--- src/rtl/mux_pipe.sv ---
// Registered N-way word selector with valid/ready flow control.
// One output register plus a skid register; in_ready depends only on state, never on out_ready.
module mux_pipe #(
  parameter int WIDTH  = 32,
  parameter int NUM_IN = 4,
  parameter int SEL_W  = 2
) (
  input  logic                    clk,
  input  logic                    rst,
  input  logic [NUM_IN*WIDTH-1:0] in_data,
  input  logic [SEL_W-1:0]        in_sel,
  input  logic                    in_valid,
  output logic                    in_ready,
  output logic [WIDTH-1:0]        out_data,
  output logic                    out_sel_err,
  output logic                    out_valid,
  input  logic                    out_ready
);

  typedef struct packed {
    logic             err;
    logic [WIDTH-1:0] data;
  } beat_t;

  localparam logic [31:0] NUM_IN_U = 32'(NUM_IN);

  logic [NUM_IN-1:0][WIDTH-1:0] masked;
  beat_t sel_beat, main_q, skid_q;
  logic  skid_valid, main_free, in_xfer;

  // Each input contributes its word only when selected; OR-reduce picks the winner.
  for (genvar i = 0; i < NUM_IN; i++) begin : g_sel
    assign masked[i] = (in_sel == SEL_W'(i)) ? in_data[i*WIDTH +: WIDTH] : '0;
  end

  always_comb begin
    sel_beat     = '0;
    sel_beat.err = (32'(in_sel) >= NUM_IN_U);
    for (int i = 0; i < NUM_IN; i++) sel_beat.data = sel_beat.data | masked[i];
  end

  assign in_ready  = !skid_valid && !rst;
  assign in_xfer   = in_valid && in_ready;
  assign main_free = !out_valid || out_ready;

  always_ff @(posedge clk or posedge rst) begin
    if (rst) begin
      main_q     <= '0;
      skid_q     <= '0;
      out_valid  <= 1'b0;
      skid_valid <= 1'b0;
    end else if (main_free) begin
      if (skid_valid) begin
        main_q     <= skid_q;
        out_valid  <= 1'b1;
        skid_valid <= 1'b0;
      end else if (in_xfer) begin
        main_q    <= sel_beat;
        out_valid <= 1'b1;
      end else begin
        out_valid <= 1'b0;  // data/err keep their last value
      end
    end else if (in_xfer) begin
      skid_q     <= sel_beat;
      skid_valid <= 1'b1;
    end
  end

  assign out_data    = main_q.data;
  assign out_sel_err = main_q.err;

endmodule
--- config.mk ---
export PLATFORM = sky130hd
export DESIGN_NAME = mux_pipe
export DESIGN_NICKNAME = d
export VERILOG_FILES = /design/src/rtl/mux_pipe.sv
export SDC_FILE = /design/constraint.sdc
export NUM_CORES = 1
export LEC_CHECK = 0
export ABC_AREA = 1
export ABC_CLOCK_PERIOD_IN_PS = 2300
export CORE_MARGIN = 5
export CORE_UTILIZATION = 40
export CTS_BUF_LIST = sky130_fd_sc_hd__clkbuf_4
export DETAILED_ROUTE_END_ITERATION = 10
export GPL_TIMING_DRIVEN = 1
export HOLD_SLACK_MARGIN = 0.1
export PLACE_DENSITY = 0.8
export SYNTH_ARGS = -nofsm -noshare
export SYNTH_HDL_FRONTEND = slang
export SYNTH_SLANG_ARGS = --single-unit
--- constraint.sdc ---
create_clock -name clk -period 2.3 [get_ports clk]
set_clock_uncertainty 0.05 [all_clocks]
set_input_delay 0.46 -clock clk [delete_from_list [all_inputs] [get_ports clk]]
set_output_delay 0.46 -clock clk [all_outputs]
set_load 0.02 [all_outputs]
# After elaboration in Yosys (flattened, before gate mapping)
# Index checks and enable logic that the tools add are counted.
# totals
in_bits,134
wordCells,33
out_inout_bits,35
ff_bits,67
# op_classes
bitwise_logic,4
n_mux,10
eq_ne,3
reduce_logical,11
# ops
op,n
32-bit 2-to-1 mux,4
32-bit bitwise OR,3
33-bit 2-to-1 mux,2
"2-bit equality test, second input constant",2
1-bit 2-to-1 mux,4
2-bit AND reduction,2
2-bit nonzero test,2
1-bit zero test,3
"2-bit by 1-bit equality test with 1-bit output, second input constant",1
1-bit logical AND,2
2-bit zero test,1
1-bit logical OR,1
1-bit inverter,1

# Depth between registers and ports, before layout
# logic_depth
ltp_word,7
ltp_mapped,8

# Worst setup path after synthesis
# Ideal clock, no wire load.
# synth_timing
path_kind,input to register
from,in rst
to,reg skid_q[12] (netlist name)
arrival_ps,1364
setup_ps,132
t_required_ps,2118
path_slack_ps,754
cell_stages,5
cell_sequence,nor2_1 -> nand3_2 -> clkbuf_1 -> nand2_1 -> o21ai_1
# synth_between
elab_chain_len,4
# synth_lines
element,line,rtl
from (decl),9,"input logic rst,"
1-bit zero test (no line),-,
1-bit logical AND,42,assign in_ready = !skid_valid && !rst;
1-bit logical AND,43,assign in_xfer = in_valid && in_ready;
2-bit AND reduction (no line),-,
to (signal assigned),64,skid_q <= sel_beat;
to (decl),28,"beat_t sel_beat, main_q, skid_q;"
# No other way between the ends.
# A chain may end at the register's enable or synchronous reset.

# Final worst setup path
# layout_timing
from,in rst
to,out in_ready
# layout_between
elab_chain_len,2
# layout_lines
element,line,rtl
1-bit zero test (no line),-,
1-bit logical AND,42,
to (decl),13,"output logic in_ready,"
# No other way between the ends.

==> results.sh <==
export IMPL_syn_instance_count=606
export IMPL_post_synth_top_area_cell="dfrtp_1"
export IMPL_status="complete, no violations"
export IMPL_worst_slack_ps=88.8
export IMPL_die_w_um=109
export IMPL_peakVddDrop_v=0.000358
export IMPL_yosysUniqueCellTypes=14
export IMPL_cp_common_cell="clkdlybuf4s50_1"
export IMPL_netlist_area_um2=3900
export IMPL_hold_ws_ps=247
export IMPL_critPathCapture="in_ready"
export IMPL_pre_cts_slack_ps=-91.9
export IMPL_grt_max_degree=66
export IMPL_drive_gt1_frac=0.0437
export IMPL_cts_resized_gates=0
export IMPL_insertion_delay_ps=380
export IMPL_r2r_end="skid_q[5]$_DFFE_PP0P_"
export IMPL_ys_seq_elements=66
export IMPL_ant_nets=0
export IMPL_max_stage_delay_ps=630
export IMPL_crit_required_ps=1790
export IMPL_finalSetupViolations=0
export IMPL_critical_path_slowest_cell="clkdlybuf4s50_1"
export IMPL_globalplace_congestion=0.838
export IMPL_slew_violations=0
export IMPL_grt_antenna_before_repair=0
export IMPL_critPathArrivalTime_ps=1700
export IMPL_synth_area_top_cells="dfrtp_1 42%, nand2_1 25%, nand3_1 12%"
export IMPL_rsz0062_at_grt="no"
export IMPL_numCtsBuffers=9
export IMPL_cts_setup_buffers=0
export IMPL_firstDrtPassIters=6
export IMPL_port_buffers=167
export IMPL_grt_pass1_vias=4278
export IMPL_rows=36
export IMPL_routed_wl_um=12500
export IMPL_layout_min_cycle_time_ps=2210
export IMPL_start_util=0.405
export IMPL_synth_nets=740
export IMPL_fin_tns_setup_ps=0
export IMPL_core_area_um2=9640
export IMPL_layout_common_cells="257 x nand2_1, 165 x clkdlybuf4s50_1, 99 x nor2_1"
export IMPL_hold_viol_final=0
export IMPL_r2r_cells=6
export IMPL_hold_buffers=0
export IMPL_p_leak_nw=2.97
export IMPL_hold_path_class="input port to async pin"
export IMPL_cts_sinks=66
export IMPL_hpwl_um=8880
export IMPL_clockBufferDepth=2
export IMPL_die_y_um=109
export IMPL_antenna_cells=0
export IMPL_wire_per_inst_um=14.1
export IMPL_clockRootBuffer="clkbuf_4"
export IMPL_start_kind="input port"
export IMPL_finish_utilization=0.600
export IMPL_synth_area_per_cell_um2=6.44
export IMPL_netlist_area_leader_share=0.423
export IMPL_via_count=4394
export IMPL_reg2reg_from="skid_valid$_DFFE_PP0P_"
export IMPL_avgViaCountPerCell=4.94
export IMPL_grtUsageTotal=0.210
export IMPL_worst_pin_slew_ps=900
export IMPL_max_cap_violations=0
export IMPL_grt_overflow_total=0
export IMPL_yosysWarnings=0
export IMPL_num_io_pins=169
export IMPL_finalCritPeriodShare=0.961
export IMPL_path_cells="clkdlybuf4s50_1 > nor2_1 > clkdlybuf4s50_1"
export IMPL_cp_end_kind="output port"
export IMPL_clk_pin_slew_ps=120
export IMPL_fin_nets=885
export IMPL_clock_fmax_mhz=452
export IMPL_layout_commonest_cell="nand2_1"
export IMPL_r2r_slack_ps=930
export IMPL_yosysSeqAreaShare=0.423
export IMPL_drtIter0Drc=293
export IMPL_cts_htree_levels=3
export IMPL_relSlewSlack=0.399
export IMPL_route_detailed_drc=0
export IMPL_startpoint="rst"
export IMPL_cp_max_fo=3
export IMPL_critPathKind="input port to output port"
export IMPL_grt_pass1_wl_um=20200
export IMPL_cts_tree="yes"
export IMPL_area_growth_pct=48.0
export IMPL_power_per_cell_area_nw_per_um2=652
export IMPL_fp_dieArea_um2=11800
## report_power, final
| group | switching, mW | internal, mW | total, mW |
|---|---|---|---|
| combinational | 0.705 | 0.676 | 1.38 |
| sequential | 0.168 | 1.46 | 1.62 |
| clock | 0.436 | 0.328 | 0.764 |
## per-stage QoR
stage	power (mW)	instances	cell area [um2]
2_1_floorplan	2.33	606	3910
3_3_place_gp	2.98	873	5640
3_5_place_dp	3.03	873	5640
4_1_cts	3.81	889	5780
5_1_grt	4.02	889	5780
6_report	3.77	889	5780
## flip-flops by register name, summed over array words and instances (netlist names)
| signal | cells |
|---|---|
| skid_valid | 1 |
| out_valid | 1 |
| skid_q | 32 |
| out_data | 32 |
## kinds of logic after synthesis
family,Yosys count,share of synthesized area
AND/OR/NAND/NOR,455,0.471
flip-flops,66,0.423
buffers and inverters,51,0.0628
AO/OA/AOI/OAI,33,0.0423
other,1,0.000960
## critical path, delay by kind of cell
kind                   cells  cell delay [ps]
AND/OR/NAND/NOR            1              160
buffers and inverters      2             1080
## worst min-delay path by stage
stage | start | to | slack [ps] | cells after the start
after global routing | rst | out_valid$_DFFE_PP0P_ | 220 | 2
after CTS | rst | out_valid$_DFFE_PP0P_ | 210 | 2
after floorplan | skid_q[0]$_DFFE_PP0P_ | skid_q[0]$_DFFE_PP0P_ | 410 | 2
after global placement | out_data[29]$_DFFE_PP0P_ | out_data[29]$_DFFE_PP0P_ | 410 | 2
after detailed placement | out_data[8]$_DFFE_PP0P_ | out_data[8]$_DFFE_PP0P_ | 410 | 2
final | rst | out_valid$_DFFE_PP0P_ | 250 | 2
## final cells by class
type / instances / area (um2)
clock inverters: 7 / 68.8
repair buffers: 177 / 1790
fillers: 919 / 3860
clock buffers: 9 / 67.6
flip-flops and latches: 66 / 1650
inverters: 8 / 30.0
multi-input cells: 489 / 2010
well taps: 133 / 166
## layer usage
| layer | GRT usage | vias to the layer above | routed length [um] |
|---|---|---|---|
| met3 | 0.0391 | 10 | 905 |
| met4 | 0.0541 | 0 | 116 |
| met2 | 0.365 | 151 | 6250 |
| met1 | 0.269 | 2033 | 5250 |
| li1 | - | 2200 | - |
| met5 | 0 | - | 0 |
## synth_stat cells, drive strengths merged
cell	n
conb	1
nand3	97
clkbuf	18
inv	8
nor2	100
buf	25
dfrtp	66
nand2	258
o21ai	33
Note: power is estimated with default switching activity, not from simulation.
